<file path="src/rtl/hamming_encoder_stream.sv">
// hamming_encoder_stream
//   Streams each accepted byte out as two SECDED(8,4) codewords: the
//   low-nibble codeword first, then the high-nibble codeword. Each codeword is
//   Hamming(7,4) plus an overall even-parity bit in cw[0].
//
//   Optional feature macro: HAMMING_ENC_ERR_INJECT_EN
//     When defined, err_inj/err_pos are sampled at input acceptance. If
//     err_inj is set, bit err_pos of the low-nibble codeword is inverted.
//     When undefined, both ports are ignored and no capture logic is built.
//
// Ports
//   clk        in   clock, rising edge
//   rst        in   synchronous, active-high reset
//   in_data    in   [7:0] byte to encode
//   in_valid   in   in_data presented
//   in_ready   out  byte accepted when in_valid && in_ready
//   out_data   out  [7:0] registered codeword
//   out_valid  out  out_data valid
//   out_ready  in   codeword consumed when out_valid && out_ready
//   byte_count out  [COUNT_W-1:0] fully emitted bytes, wraps silently
//   err_inj    in   fault-injection enable (macro builds only)
//   err_pos    in   [2:0] bit of the low codeword to flip
module hamming_encoder_stream #(
  parameter int COUNT_W = 8
) (
  input  logic               clk,
  input  logic               rst,
  input  logic [7:0]         in_data,
  input  logic               in_valid,
  output logic               in_ready,
  output logic [7:0]         out_data,
  output logic               out_valid,
  input  logic               out_ready,
  output logic [COUNT_W-1:0] byte_count,
  input  logic               err_inj,
  input  logic [2:0]         err_pos
);

  typedef enum logic [1:0] {S_IDLE, S_SEND_LO, S_SEND_HI} state_t;

  state_t               r_state;
  state_t               w_state_nxt;
  logic [7:0]           r_out_data;
  logic [3:0]           r_hi_nib;
  logic [COUNT_W-1:0]   r_count;
  logic                 w_in_ready;
  logic                 w_accept;
  logic                 w_lo_hs;
  logic                 w_hi_hs;
  logic [7:0]           w_lo_cw;

  function automatic logic [7:0] f_enc(input logic [3:0] d);
    logic [7:0] c;
    c    = '0;
    c[3] = d[0];
    c[5] = d[1];
    c[6] = d[2];
    c[7] = d[3];
    c[1] = d[0] ^ d[1] ^ d[3];
    c[2] = d[0] ^ d[2] ^ d[3];
    c[4] = d[1] ^ d[2] ^ d[3];
    c[0] = ^c[7:1];
    return c;
  endfunction

`ifdef HAMMING_ENC_ERR_INJECT_EN
  // The flip is folded in at acceptance, so the injected fault is captured
  // together with the codeword itself.
  assign w_lo_cw = f_enc(in_data[3:0]) ^ (err_inj ? (8'h01 << err_pos) : 8'h00);
`else
  logic w_unused_err;
  assign w_unused_err = ^{err_inj, err_pos};
  assign w_lo_cw      = f_enc(in_data[3:0]);
`endif

  assign w_accept = in_valid && w_in_ready;
  assign w_lo_hs  = (r_state == S_SEND_LO) && out_ready;
  assign w_hi_hs  = (r_state == S_SEND_HI) && out_ready;

  always_comb begin
    w_state_nxt = r_state;
    w_in_ready  = 1'b0;
    case (r_state)
      S_IDLE: begin
        w_in_ready = 1'b1;
        if (in_valid) w_state_nxt = S_SEND_LO;
      end
      S_SEND_LO: begin
        if (out_ready) w_state_nxt = S_SEND_HI;
      end
      S_SEND_HI: begin
        // A new byte may be taken in the same cycle the high codeword drains,
        // which is what gives one byte every two cycles.
        w_in_ready = out_ready;
        if (out_ready) w_state_nxt = in_valid ? S_SEND_LO : S_IDLE;
      end
      default: w_state_nxt = S_IDLE;
    endcase
    // Reset cycle: nothing may be accepted.
    if (rst) w_in_ready = 1'b0;
  end

  always_ff @(posedge clk) begin
    if (rst) begin
      r_state    <= S_IDLE;
      r_out_data <= 8'h00;
      r_hi_nib   <= 4'h0;
      r_count    <= '0;
    end else begin
      r_state <= w_state_nxt;
      if (w_accept) begin
        r_out_data <= w_lo_cw;
        r_hi_nib   <= in_data[7:4];
      end else if (w_lo_hs) begin
        r_out_data <= f_enc(r_hi_nib);
      end
      if (w_hi_hs) r_count <= r_count + {{(COUNT_W-1){1'b0}}, 1'b1};
    end
  end

  assign in_ready   = w_in_ready;
  assign out_data   = r_out_data;
  assign out_valid  = (r_state != S_IDLE);
  assign byte_count = r_count;

endmodule
</file>
<file path="config.mk">
export PLATFORM = sky130hd
export DESIGN_NAME = hamming_encoder_stream
export DESIGN_NICKNAME = d
export VERILOG_FILES = /design/src/rtl/hamming_encoder_stream.sv
export SDC_FILE = /design/constraint.sdc
export NUM_CORES = 1
export LEC_CHECK = 0
export CAP_MARGIN = 25
export CORE_ASPECT_RATIO = 1.2
export CORE_UTILIZATION = 50
export DETAILED_ROUTE_END_ITERATION = 8
export GPL_TIMING_DRIVEN = 0
export PLACE_DENSITY = 0.9
export RECOVER_POWER = 50
export SYNTH_ARGS = -nofsm -noshare
export SYNTH_HDL_FRONTEND = slang
export SYNTH_SLANG_ARGS = --single-unit
</file>
<file path="constraint.sdc">
create_clock -name clk -period 3.8 [get_ports clk]
set_input_delay 0.76 -clock clk [delete_from_list [all_inputs] [get_ports clk]]
set_output_delay 0.76 -clock clk [all_outputs]
set_load 0.01 [all_outputs]
</file>
### Yosys cells after proc, flatten, opt, wreduce, memory -nomap -nowiden

Index checks and enable logic that the tools add are counted.

| storage, ports and cells | value |
|---|---|
| register bits after elaboration | 22 |
| input bits | 16 |
| logic and storage cells | 40 |
| output and inout port bits | 18 |

| cells by class | value |
|---|---|
| add/sub/neg operators | 1 |
| reductions and logical operators | 9 |
| equal/unequal tests | 5 |
| bitwise logic cells | 12 |
| multiplexer cells | 9 |

Operator list:

| cell | count |
|---|---|
| $mux W8 | 2 |
| $reduce_xor A7 Y1 | 2 |
| $xor A1 B1 Y1 | 12 |
| $add A8 B1 Y8 const B | 1 |
| $mux W2 | 3 |
| $ne A2 B2 Y1 const B | 3 |
| $pmux W2 S3 | 1 |
| $reduce_bool A2 Y1 | 2 |
| $logic_and A1 B1 Y1 | 3 |
| $reduce_and A3 Y1 | 1 |
| $eq A2 B1 Y1 const B | 1 |
| $eq A2 B2 Y1 const B | 1 |
| $logic_not A2 Y1 | 1 |
| $mux W1 | 2 |
| $pmux W1 S2 | 1 |

### Depth between registers and ports, before layout

Gate-level depths: netlist (run 1).

| logic depth | value |
|---|---|
| depth in word-level cells | 5 |
| mapped depth | 5 |
| mapped depth without buffers | 4 |

### Worst setup path after synthesis (run 1)

No wires, ideal clock.

| timing path | value |
|---|---|
| path kind | input to output |
| from | in rst |
| to | out in_ready |
| setup slack | 1546 ps |
| path buffers | 2 |
| arrival time | 1494 ps |
| cell stages on the path | 4 |
| required time | 3040 ps |
| cell sequence | clkbuf_1 -> or2_2 -> buf_2 -> nor2_1 |

| between the ends | value |
|---|---|
| cells in the longest elaborated chain, start to end | 1 |

RTL lines:

| item | RTL line | text |
|---|---|---|
| start: declaration | 27 | `input logic rst,` |
| $mux W1 | 100 | `if (rst) w_in_ready = 1'b0;` |
| end: declaration | 30 | `output logic in_ready,` |

No other way between the ends.

### Worst setup path after layout (run 1)

| timing path | value |
|---|---|
| from | in out_ready |
| to | out in_ready |

| between the ends | value |
|---|---|
| cells in the longest elaborated chain, start to end | 2 |

RTL lines:

| item | RTL line | text |
|---|---|---|
| start: declaration | 33 | `input logic out_ready,` |
| $pmux W1 S2 | 83 | `case (r_state)` |
| $mux W1 | 100 |  |

No other way between the ends.

==> results.md, run 1 <==
* Worst-margin pin slew at 0.620 ns
* Fin. max-slew vios at 0
* Register area at 440 sq um
* Final Setup Violations at 0
* Worst IR Drop VDD at 0.227 mV
* First DRT Iteration DRCs at 7
* Post-CTS Setup Repair Bufs at 0
* # IOs at 34
* Setup TNS at 0 ns
* Post-Synth XOR/XNOR Area at 13.5%
* Synth Area in Compound Gates at 18.3%
* Critical path arrival at 2.55 ns
* Placed inst area at 1510 sq um
* Area share of and/or/nand/nor cells after synthesis at 20.2%
* Antenna Cells at 0
* First-pass GRT wire length at 4.83 mm
* Largest net degree at the start of global routing at 13
* Netlist Area Pre-Place at 1190 sq um
* Vias in the first global route at 1,096
* Cts bufs inserted at 3
* Post-CTS Resized at 0
* Core ar. at 2260 sq um
* Crit path capture type: output pin
* Yosys synthesis warning count at 0
* Routed via count at 1,094
* Avg Synthesized Cell Area at 9.66 sq um
* CP Launch Type: input pin
* WL/cell at 15.5 um
* CP Cell Sequence: dlygate4sd3_1 > nor2b_1 > clkbuf_1 > nor2_1 > clkdlybuf4s50_1
* Worst Path Buf+Inv at 3
* Layout net count at 173
* Crit share post-route at 87.1%
* Final Skew at 0.00639 ns
* CP max FO at 10
* RSZ-0062 raised after global routing: no
* Via density at 5.88
* Clock slew seen by the registers of the worst setup and hold paths at 0.13 ns
* Post-Synth Adder-Cell Area at 1.05%
* PortBufs at 28
* #FFs+latches synth at 22
* Initial antenna violation count at 0
* Status: finished clean
* Post-route core utilization at 67.7%
* Die Wd at 46.5 um
* Clock Path Buffers at 2
* Clock sinks at 22
* Area taken by multi-input logic gates at 679 sq um
* Height of the die at 55.4 um
* Count of different cell masters after synthesis at 35
* Multiplexer area fraction after synthesis at 5.16%
* CP peak stage delay at 0.63 ns
* Register area share after synthesis at 37.1%
* Final hold vios at 0
* # hold bufs at CTS at 0
* Final Wtd Congestion at 0.850
* Final Cell Area at 1530 sq um
* Syn Nets at 140
* Fraction of layout cells with a size suffix above 1 at 8.39%
* Hpwl dp at 2.09 mm
* Root buf cell: clkbuf_4
* Final wirelength at 2.88 mm
* TritonRoute pass-1 iters at 6
* Final WS setup at 0.490 ns
* Rel. slew slack at 58.5%
* Worst Path Required at 3.04 ns
* Die area at 2580 sq um
* Mapped Cells at 123
* FP Rows at 19
* Layout fillers at 197
* Remaining Overflow, GRT at 0
* Place WS at 0.701 ns
* GRT Resource Usage Total at 25.1%
* WS Path Type: input pin to output pin
* Tmin final at 3.31 ns
* Max H-tree Level at 1
* DRC violations left at 0
* Max Fclk at 0.302 GHz
* Initial core utilization at 52.6%
* Crit path max-delay family: buffers and inverters
* # Max-Cap Violations at 0
* Syn-to-layout area delta at 28.6%
* Pwr/cell area at 317 nW/um^2
* Pleak at 0.566 nW
* Latest clock arrival within the worst-skew pair at 0.32 ns
* Slowest cell on crit path: dlygate4sd3_1
* ANT nets after route at 0
* Worst hold path class: register to register
* CTS tree: built
* Main combinational cell family by area after synthesis: simple AND/OR/NAND/NOR gates
## sequential cells by signal (all words and copies together), names as in the netlist
signal	count
r_state	2
r_hi_nib	4
out_data	8
byte_count	8
## metrics by stage
stage	cells	total power, mW	hold WS, ns
finish	186	0.484	0.525
global route	186	0.504	0.551
CTS	186	0.489	0.523
detailed placement	182	0.358	0.504
global placement	182	0.354	0.477
floorplan	123	0.314	0.487
## routing by layer
layer	share of wire [%]	up-vias	global-route usage, %
met1	40	526	30.0
li1	-	525	-
met5	0	-	0
met2	52	36	41.3
met4	2.4	0	12.6
met3	4.7	7	3.92
## final timing paths
path / slack (ns) / from / cells past startpoint / to
max: 0.49 / out_ready / 5 / in_ready
min: 0.52 / byte_count[6] / 2 / byte_count[6]
min reg2reg: 0.52 / byte_count[6] / 2 / byte_count[6]
max reg2reg: 2.15 / r_state[0] / 4 / byte_count[7]
## logic make-up (layout without fill, tap and decap cells)
kind of cell	count (synthesis)	count (layout)
AOI/OAI and AO/OA	30	30
xor gates and xnor gates	12	12
adders and majority gates	1	1
buffers and inverters	13	45
DFF	22	22
muxes	6	6
and+or+nand+nor	39	39
## worst reg2reg max path: stages (launching register included)
cell and delay (ns):
dfxtp_1 0.32, buf_2 0.15, nand3b_1 0.32, nor4_1 0.39, mux2_2 0.37
## cells in the final DEF (no fill, tap or decap), types with 5 or more instances in the layout
master | netlist | layout
clkdlybuf4s50_1 | 0 | 19
nor2_1 | 8 | 8
a21oi_1 | 8 | 8
dlygate4sd3_1 | 0 | 9
xor2_1 | 5 | 5
nand4_1 | 5 | 5
dfxtp_1 | 22 | 22
clkbuf_1 | 4 | 6
nor4_1 | 5 | 5
mux2i_1 | 5 | 5
o31ai_1 | 6 | 6
## area by class of cell
class | count | share of cell area, %
buffer | 10 | 2.78
clock buffer | 4 | 2.37
inverter | 3 | 0.736
multi-input combinational | 88 | 44.4
sequential | 22 | 28.8
tap | 31 | 2.54
timing repair buffer | 28 | 18.3
## synthesized netlist by cell type
cell       count  share of area (%)
mux2i_1        5                4.2
nand3_1        2               0.84
a21oi_1        8                3.4
or4_1          2                1.3
nor4_1         5                2.6
mux2_2         1               0.95
a211oi_1       4                2.5
o21a_1         1               0.63
nor3_2         1               0.84
nor2b_1        2                1.1
nand3b_1       1               0.63
buf_2          6                2.5
nand4_1        5                2.6
nand2_1        2               0.63
nand4b_1       1               0.74
a2111oi_0      1               0.74
xnor3_1        4                7.6
nor2_1         8                2.5
xor2_1         5                3.7
ha_1           1                1.1
nand3b_4       1                1.7
or2_2          2                1.1
clkbuf_1       4                1.3
o21ai_0        2               0.84
or3_1          2                1.1
a221oi_1       3                2.2
inv_1          2               0.63
dfxtp_1       22                 37
or2_0          4                2.1
a32oi_1        4                2.9
nand2b_1       1               0.53
a221oi_2       1                1.3
clkinv_1       1               0.32
xnor2_1        3                2.2
o31ai_1        6                3.8
## power by group
| part | leakage [nW] | total (mW) | internal [mW] | switching, mW |
|---|---|---|---|---|
| sequential | 0.179 | 0.248 | 0.241 | 0.00712 |
| clock | 0.0210 | 0.134 | 0.0587 | 0.0753 |
| combinational | 0.365 | 0.102 | 0.0527 | 0.0489 |
Power figures use the tool's default switching activity.
==> run 2: changes to the inputs <==
--- a/config.mk
+++ b/config.mk
@@ -15,3 +15,4 @@
 export SYNTH_ARGS = -nofsm -noshare
 export SYNTH_HDL_FRONTEND = slang
 export SYNTH_SLANG_ARGS = --single-unit
+export TNS_END_PERCENT = 30
==> results of run 2 <==
Same layout as run 1: the final DEF is identical, and so are final timing and power.
==> run 3: changes to the inputs <==
--- a/config.mk
+++ b/config.mk
@@ -5,7 +5,7 @@
 export SDC_FILE = /design/constraint.sdc
 export NUM_CORES = 1
 export LEC_CHECK = 0
-export CAP_MARGIN = 25
+export CAP_MARGIN = 20
 export CORE_ASPECT_RATIO = 1.2
 export CORE_UTILIZATION = 50
 export DETAILED_ROUTE_END_ITERATION = 8
==> results of run 3 <==
Same layout as run 1: the final DEF is identical, and so are final timing and power.
